$ cat src/rtl/ca_code_player.sv
`default_nettype none
// ============================================================================
// Module      : ca_code_player
// Description : Captures a WORDS x 32-bit C/A code burst from the packet cache
//               into a ping-pong buffer and replays it continuously as a chip
//               stream plus a signed DAC sample. A new code replaces the old
//               one only at a code-epoch boundary.
// Revision    : 1.0 - initial release
// ============================================================================
module ca_code_player #(
   parameter int WORDS = 32,
   parameter int DAC_W = 14,
   parameter int DIV_W = 16
) (
   input  logic             rdclock,
   input  logic             rst_n,
   input  logic             wr_en,
   input  logic [31:0]      wr_data,
   input  logic [DIV_W-1:0] chip_div,
   input  logic [DAC_W-2:0] amplitude,
   input  logic             play_en,
   output logic             chip,
   output logic             chip_strobe,
   output logic             epoch,
   output logic [DAC_W-1:0] dac_data,
   output logic             bank_valid,
   output logic             swap_pending,
   output logic             load_err
);

   localparam int CHIPS  = WORDS * 32;
   localparam int CIDX_W = $clog2(CHIPS);
   localparam int WIDX_W = $clog2(WORDS);
   localparam int WCNT_W = $clog2(WORDS + 1);

   typedef enum logic [0:0] { L_IDLE = 1'b0, L_LOAD = 1'b1 } load_state_t;
   typedef enum logic [0:0] { P_STOP = 1'b0, P_RUN  = 1'b1 } play_state_t;

   // Loader / bank management
   load_state_t       lstate_q, lstate_d;
   logic [WCNT_W-1:0] wcnt_q, wcnt_d;
   logic              ovl_q, ovl_d;
   logic              err_q, err_d;
   logic              pend_q, pend_d;
   logic              valid_q, valid_d;
   logic              sel_q, sel_d;       // 0: bank0 active, 1: bank1 active
   logic              mem_we;
   logic [WIDX_W-1:0] mem_addr;
   logic              load_done;
   logic              wrap;
   logic              commit;

   // Player
   play_state_t       pstate_q, pstate_d;
   logic [CIDX_W-1:0] cidx_q, cidx_d;
   logic [DIV_W-1:0]  dcnt_q, dcnt_d;
   logic [DIV_W-1:0]  div_q, div_d;
   logic              chip_q, chip_d;
   logic              strb_q, strb_d;
   logic              epoch_q, epoch_d;
   logic [DAC_W-1:0]  dac_q, dac_d;
   logic              present;
   logic [31:0]       fetch_word;
   logic              fetch_bit;
   logic [DAC_W-1:0]  dac_pos;

   logic [31:0] bank0_q [WORDS];
   logic [31:0] bank1_q [WORDS];

   assign dac_pos = {1'b0, amplitude};

   // Loader next-state: collects a burst into the shadow bank and judges its length
   always_comb begin
      lstate_d  = lstate_q;
      wcnt_d    = wcnt_q;
      ovl_d     = ovl_q;
      err_d     = 1'b0;
      mem_we    = 1'b0;
      mem_addr  = '0;
      load_done = 1'b0;
      case (lstate_q)
         L_IDLE: begin
            if (wr_en) begin
               lstate_d = L_LOAD;
               mem_we   = 1'b1;
               mem_addr = '0;
               wcnt_d   = WCNT_W'(1);
               ovl_d    = 1'b0;
            end
         end
         L_LOAD: begin
            if (wr_en) begin
               if (wcnt_q < WCNT_W'(WORDS)) begin
                  mem_we   = 1'b1;
                  mem_addr = wcnt_q[WIDX_W-1:0];
                  wcnt_d   = wcnt_q + WCNT_W'(1);
               end else begin
                  ovl_d = 1'b1;
               end
            end else begin
               lstate_d = L_IDLE;
               if ((wcnt_q == WCNT_W'(WORDS)) && !ovl_q) begin
                  load_done = 1'b1;
               end else begin
                  err_d = 1'b1;
               end
            end
         end
         default: lstate_d = L_IDLE;
      endcase
   end

   // Commit decision: swap immediately when idle, otherwise only at the code wrap.
   // Never while a burst is being written, so the shadow bank is always whole.
   always_comb begin
      wrap    = (pstate_q == P_RUN) && (dcnt_q == div_q) &&
                (cidx_q == CIDX_W'(CHIPS - 1));
      commit  = pend_q && (lstate_q == L_IDLE) && !wr_en &&
                ((pstate_q == P_STOP) || !valid_q || wrap);
      pend_d  = commit ? 1'b0 : (load_done ? 1'b1 : pend_q);
      valid_d = valid_q | commit;
      sel_d   = sel_q ^ commit;
   end

   // Player next-state: chip divider, chip index and registered chip/DAC values
   always_comb begin
      pstate_d = pstate_q;
      cidx_d   = cidx_q;
      dcnt_d   = dcnt_q;
      div_d    = div_q;
      chip_d   = chip_q;
      dac_d    = dac_q;
      strb_d   = 1'b0;
      epoch_d  = 1'b0;
      present  = 1'b0;
      case (pstate_q)
         P_STOP: begin
            if (play_en && valid_q) begin
               pstate_d = P_RUN;
               cidx_d   = '0;
               dcnt_d   = '0;
               present  = 1'b1;
            end
         end
         P_RUN: begin
            if (!play_en) begin
               pstate_d = P_STOP;
               cidx_d   = '0;
               dcnt_d   = '0;
               chip_d   = 1'b0;
               dac_d    = '0;
            end else if (dcnt_q == div_q) begin
               cidx_d  = (cidx_q == CIDX_W'(CHIPS - 1)) ? '0 : cidx_q + CIDX_W'(1);
               dcnt_d  = '0;
               present = 1'b1;
            end else begin
               dcnt_d = dcnt_q + DIV_W'(1);
            end
         end
         default: pstate_d = P_STOP;
      endcase
      // A commit in this cycle means the next chip already comes from the new bank
      fetch_word = (sel_q ^ commit) ? bank1_q[cidx_d[CIDX_W-1:5]]
                                    : bank0_q[cidx_d[CIDX_W-1:5]];
      fetch_bit  = fetch_word[~cidx_d[4:0]];
      if (present) begin
         div_d   = chip_div;
         chip_d  = fetch_bit;
         dac_d   = fetch_bit ? dac_pos : -dac_pos;
         strb_d  = 1'b1;
         epoch_d = (cidx_d == '0);
      end
   end

   // State and output registers, cleared asynchronously
   always_ff @(posedge rdclock or negedge rst_n) begin
      if (!rst_n) begin
         lstate_q <= L_IDLE;
         wcnt_q   <= '0;
         ovl_q    <= 1'b0;
         err_q    <= 1'b0;
         pend_q   <= 1'b0;
         valid_q  <= 1'b0;
         sel_q    <= 1'b0;
         pstate_q <= P_STOP;
         cidx_q   <= '0;
         dcnt_q   <= '0;
         div_q    <= '0;
         chip_q   <= 1'b0;
         strb_q   <= 1'b0;
         epoch_q  <= 1'b0;
         dac_q    <= '0;
      end else begin
         lstate_q <= lstate_d;
         wcnt_q   <= wcnt_d;
         ovl_q    <= ovl_d;
         err_q    <= err_d;
         pend_q   <= pend_d;
         valid_q  <= valid_d;
         sel_q    <= sel_d;
         pstate_q <= pstate_d;
         cidx_q   <= cidx_d;
         dcnt_q   <= dcnt_d;
         div_q    <= div_d;
         chip_q   <= chip_d;
         strb_q   <= strb_d;
         epoch_q  <= epoch_d;
         dac_q    <= dac_d;
      end
   end

   // Code storage: bursts always land in the bank that is not being played
   always_ff @(posedge rdclock) begin
      if (mem_we) begin
         if (sel_q) begin
            bank0_q[mem_addr] <= wr_data;
         end else begin
            bank1_q[mem_addr] <= wr_data;
         end
      end
   end

   assign chip         = chip_q;
   assign chip_strobe  = strb_q;
   assign epoch        = epoch_q;
   assign dac_data     = dac_q;
   assign bank_valid   = valid_q;
   assign swap_pending = pend_q;
   assign load_err     = err_q;

endmodule
`default_nettype wire

$ cat config.mk
export PLATFORM = sky130hd
export DESIGN_NAME = ca_code_player
export DESIGN_NICKNAME = d
export VERILOG_FILES = /design/src/rtl/ca_code_player.sv
export SDC_FILE = /design/constraint.sdc
export NUM_CORES = 2
export LEC_CHECK = 0
export BUFFER_PORTS_ARGS = -buffer_cell sky130_fd_sc_hd__buf_2
export CELL_PAD_IN_SITES_DETAIL_PLACEMENT = 1
export CELL_PAD_IN_SITES_GLOBAL_PLACEMENT = 2
export CORE_ASPECT_RATIO = 1.25
export CORE_UTILIZATION = 40
export DETAILED_ROUTE_END_ITERATION = 7
export PLACE_DENSITY_LB_ADDON = 0.08
export SYNTH_ARGS = -nofsm -noshare
export SYNTH_HDL_FRONTEND = slang
export SYNTH_SLANG_ARGS = --single-unit
$ cat constraint.sdc
create_clock -name rdclock -period 13.05 [get_ports rdclock]
set_clock_uncertainty 0.1 [all_clocks]
set_input_delay 0 -clock rdclock [delete_from_list [all_inputs] [get_ports rdclock]]
set_output_delay 0 -clock rdclock [all_outputs]
set_load 0.1 [all_outputs]
Word level (Yosys, flattened, before mapping). Memory sizes are Yosys's and may differ from the RTL's. Cells that the tools add are included.

Bits in registers: 72. Memory bits (writable): 2048. Input port bits: 65. Output and inout port bits: 20. Word-level logic and storage cells: 111. Memories kept: 2.

Add/sub/neg operators: 4. $lt $le $gt $ge: 2. Equal/unequal tests: 9. Mux-type cells: 56. Bitwise operators: 5. Reductions and logical operators: 18.

Memory list: bank0_q (words 32, width 32, read ports 1, clocked after Yosys merged registers in 0, write ports 1, line 67) `logic [31:0] bank0_q [WORDS];`; bank1_q (words 32, width 32, read ports 1, clocked after Yosys merged registers in 0, write ports 1, line 68) `logic [31:0] bank1_q [WORDS];`.

Operator list (number): $mux 14 (4); $mux 16 (3); $mux 10 (4); $mux 32 (1); $pmux 16 s2 (1); $mux 1 (30); $pmux 10 s2 (1); $mux 6 (3); $add 16x1->16 const B (1); $eq 16x16->1 (1); $neg 13->14 (1); $pmux 6 s2 (1); $add 10x1->10 const B (1); $eq 10x10->1 const B (1); $logic_not 10->1 (1); $mux 5 (2); $pmux 5 s2 (1); $pmux 1 s2 (4); $logic_and 1x1->1 (7); $add 6x1->6 const B (1); $eq 6x6->1 const B (1); $lt 5x6->1 const B (1); $lt 6x6->1 const B (1); $ne 2x1->1 const B (3); 11 further kinds (19).

Longest topological paths before layout.
Depth after elaboration: 11. Depth in mapped cells: 25. Gate-level depth less buffers: 17.

Least setup slack after synthesis. Ideal clock, no wire load.

Path type: flip-flop to flip-flop. From: register valid_q, in the netlist bank_valid. To: register dac_q[5], in the netlist dac_data[5]. Setup time: 0.101 ns. Arrival: 4.449 ns. Required time: 12.849 ns. Slack: 8.400 ns. Stages on the path, launching flop included: 17. Buffers on the path: 5. Clock period less this slack: 4.650 ns. Path through: dfrtp_1 a21oi_1 or3_1 o211a_1 nor2_1 buf_2 buf_2 clkbuf_1 clkbuf_1 a311oi_1 a31oi_1 o22ai_1 o31ai_1 o2111a_1 clkbuf_1 o2111ai_1 o311ai_2.

Word-level cells in the longest chain between the ends: 10. Elaborated cells between the ends (all ways): 21. Classes of those cells: eq/ne: 1; mux: 9; bitwise: 2; reduce/logical: 7; memory: 2.

Ends and longest elaborated chain: from (decl) (line 45) `logic valid_q, valid_d;`; from (signal assigned) (line 199) `valid_q <= valid_d;`; parallel branches: the longest is 10 deep, another holds $mem_v2 32x32; to (signal assigned) (line 192) `dac_q <= '0;`; to (signal assigned) (line 208) `dac_q <= dac_d;`; to (decl) (line 61) `logic [DAC_W-1:0] dac_q, dac_d;`.

Parallel ways; which one is timed is not known. The select of a mux whose other input is x is not followed. A chain may end at the register's enable or synchronous reset.

Worst setup path in the final report.
From: register dcnt_q[9]. To: register dac_q[11], in the netlist dac_data[11].

Word-level cells in the longest chain between the ends: 11. Elaborated cells between the ends (all ways): 23. Classes of those cells: eq/ne: 2; mux: 11; bitwise: 2; reduce/logical: 6; memory: 2.

Ends and longest elaborated chain: from (decl) (line 56) `logic [DIV_W-1:0] dcnt_q, dcnt_d;`; from (signal assigned) (line 203) `dcnt_q <= dcnt_d;`; $eq 16x16->1 (*) (line 116, 152); parallel branches: the longest is 10 deep, another holds $mem_v2 32x32.

Mark *: on every way between the ends. The select of a mux whose other input is x is not followed.

==> impl_metrics.py <==
metrics = {
    "cts": {
        "clkSinkCount": 2120,
        "cts.repair.resized": 0,
        "root_buffer": "clkbuf_16",
        "clk-insertion-delay-late_ns": 0.90,
        "cts_hold_buf": 132,
        "clk_pin_slew_ns": 0.07,
        "numCtsBuffers": 222,
        "htreeDepth": 4,
        "clockBufferDepth": 4,
        "cts_setup_buffers": 0,
        "cts_tree": "yes",
    },
    "pwr": {
        "power_switching_w": 0.00294,
        "pwr-share-comb": 0.021,
        "peakVddDrop_uv": 106,
        "p_sw_frac": 0.212,
        "p_seq_frac": 0.541,
        "pwr-share-clk": 0.438,
        "leakage_nw": 32.5,
        "power_density_nw_per_um2": 142,
        "internal_power_w": 0.0109,
    },
    "finish": {
        "multi_input_area_um2": 20600,
        "finalNonFillerCells": 9464,
        "n_fill_cell": 21300,
        "final_cell_mix": "edfxtp_1, nand2_1, nand3_1",
        "final_common_cell": "edfxtp_1",
        "final-seq-area_um2": 63300,
        "syn_to_final_growth_pct": 14.3,
        "drive_gt1_frac": 0.105,
        "stdcell_area_um2": 97700,
        "nets": 6599,
    },
    "sta": {
        "slew_violations": 6,
        "setup_viol": 0,
        "fin_tns_setup_ns": 0,
        "period_needed_ns": 9.54,
        "rsz0062_at_grt": "no",
        "slew_headroom": -0.0475,
        "tightestPinTransition_ns": 1.57,
        "max_freq_mhz": 105,
        "hold_violations": 0,
        "min_period_over_period": 0.731,
    },
    "die": {
        "initial_core_util": 0.403,
        "rows": 189,
        "die_h_um": 519,
        "die_area_um2": 216000,
        "fp.dieW_um": 415,
        "core_um2": 212000,
        "ios": 85,
    },
    "synthesis": {
        "synth_nets": 6380,
        "netlist_instances": 6310,
        "synth_edf_count": 2048,
        "synth-seq-cells": 2120,
        "yosysSeqAreaShare": 0.741,
        "synth_largest_area_cell": "edfxtp_1",
        "netlist.area_leader.share": 0.719,
        "yosys_warnings": 0,
        "avgSynthCellArea_um2": 13.5,
        "synth-main-ff-cell": "edfxtp_1",
        "syn_area_um2": 85500,
        "synth_cell_types": 87,
        "synthTopCellsByArea": "edfxtp_1, nand2_1, nand3_1, dfrtp_1, mux2i_1",
        "synthArstFlopShare": 0.0340,
    },
    "placed_design": {
        "place_area_um2": 89700,
        "gp_congestion": 0.850,
        "placed_cells": 8942,
        "port-buffer-count": 84,
        "dp_hpwl_mm": 196,
    },
    "grt": {
        "antenna_found_initial": 22,
        "grt_max_degree": 141,
        "grt.overflow.total": 0,
        "grt_pass1_vias": 58500,
        "track_usage": 0.324,
        "grt_pass1_wl_mm": 486,
    },
    "routing": {
        "routedWlPerCell_um": 37.5,
        "wl_mm": 355,
        "drt_first_iter_violations": 7456,
        "drc": 0,
        "num_vias": 59400,
        "antenna_left": 0,
        "vias_per_cell": 6.27,
        "drtPass1Iterations": 7,
    },
    "critical_path": {
        "crit_required_ns": 13.75,
        "worstSetupPathType": "flip-flop to flip-flop",
        "cp_max_fo": 19,
        "max_stage_delay_ns": 1.27,
        "critPathLaunchType": "flip-flop",
        "cp_cell_sequence": "xor2_1, nor4_1, and4_1, o21ai_2, a32oi_4, inv_1, buf_4, nor2_1, nand2_1, nor3_1, nand4_1, o21ai_0, nor3_1, o2111a_1, or2_4, o311ai_2, dlygate4sd3_1",
        "crit_family": "simple AND/OR/NAND/NOR gates",
        "cp-end-kind": "flip-flop",
        "path_buf_inv": 3,
        "crit_slowest_cell": "nor2_1",
        "crit_top_cell": "nor3_1",
        "worst_ep_arrival_time_ns": 10.24,
    },
    "run_status": {
        "violations": "capacitance limit, slew limit",
        "status": "finished, violations left",
    },
    "hold_path": {
        "hold_class": "input port to asynchronous set/reset pin",
    },
    "run": {
        "maxCapViolCount": 1,
    },
}
sequential cells by signal, summed over array words and instances (netlist names):
name,flops
bank0_q,1024
div_q,16
bank1_q,1024
dac_data,14
wcnt_q,6
load_err,1
chip_strobe,1
bank_valid,1
dcnt_q,16
epoch,1
chip,1
lstate_q,1
pstate_q,1
swap_pending,1
sel_q,1
ovl_q,1
cidx_q,10
final cells by class:
cell class	count	area share
Clock buffer	286	0.0615
Multi-Input combinational cell	3734	0.211
Timing Repair Buffer	422	0.0356
Tap cell	2769	0.0355
Antenna cell	8	0.000205
Sequential cell	2120	0.648
Clock inverter	96	0.00660
Inverter	29	0.00149
through the flow:
step                setup slack [ns]   util  power [W]  hold WS, ns
finish                          3.51  0.460     0.0139       0.0720
global route                    3.70  0.460     0.0141       0.0848
CTS                             4.01  0.460     0.0139       0.0322
detailed placement              4.55  0.422    0.00790       -0.182
global placement                4.32  0.422    0.00790       -0.185
floorplan                       8.40      -    0.00772       -0.396
cells by family (layout without fill, tap and decap cells):
group | count (synthesis) | in the layout | share of synthesized area
DFF | 2120 | 2120 | 0.741
adders and majority gates | 5 | 5 | 0.000732
and+or+nand+nor | 2526 | 2526 | 0.129
AOI/OAI and AO/OA | 1037 | 1037 | 0.0858
buffers and inverters | 456 | 833 | 0.0252
muxes | 142 | 142 | 0.0167
other | 0 | 8 | 0
xor gates and xnor gates | 24 | 24 | 0.00246
layer usage:
metal	track usage	up-vias	routed length [µm]
met5	0	-	41
met4	0.131	6	16200
met3	0.0425	632	24900
met2	0.532	2692	170000
met1	0.436	31700	144000
li1	-	24400	-
path summary, 6_finish.rpt:
check | startpoint | endpoint | slack [ns] | depth (start not counted)
setup / recovery | dcnt_q[9] | dac_data[11] | 3.51 | 17
hold / removal | rst_n | chip_strobe | 0.07 | 4
setup reg to reg | dcnt_q[9] | dac_data[11] | 3.51 | 17
hold reg to reg | dac_data[0] | dac_data[0] | 0.38 | 2
max in group asynchronous | rst_n | wcnt_q[2] | 11.93 | 4
min in group rdclock | wr_en | wcnt_q[1] | 0.08 | 3
worst min-delay path, stage by stage:
cell           delay [ns]
dlygate4sd3_1        0.52
dlygate4sd3_1        0.55
buf_4                0.13
buf_12               0.17
Yosys cell counts, drive strengths merged, types with 32 or more instances:
master	number
nor2	135
a211oi	173
nor4	34
nand2	1584
nand4	35
and3	215
a311oi	112
edfxtp	2048
nor3	53
clkbuf	106
o22ai	56
a21oi	179
dfrtp	72
a32oi	60
mux2i	140
nand3	425
a22oi	32
buf	321
a31oi	184
o21ai	87
power by group through the flow:
stage	sequential (W)	clock, W	combinational (W)
floorplan	0.00766	0	0.0000552
global placement	0.00765	0	0.000249
detailed placement	0.00765	0	0.000255
CTS	0.00750	0.00613	0.000287
global route	0.00750	0.00634	0.000304
finish	0.00751	0.00607	0.000291
Power figures use the tool's default switching activity.
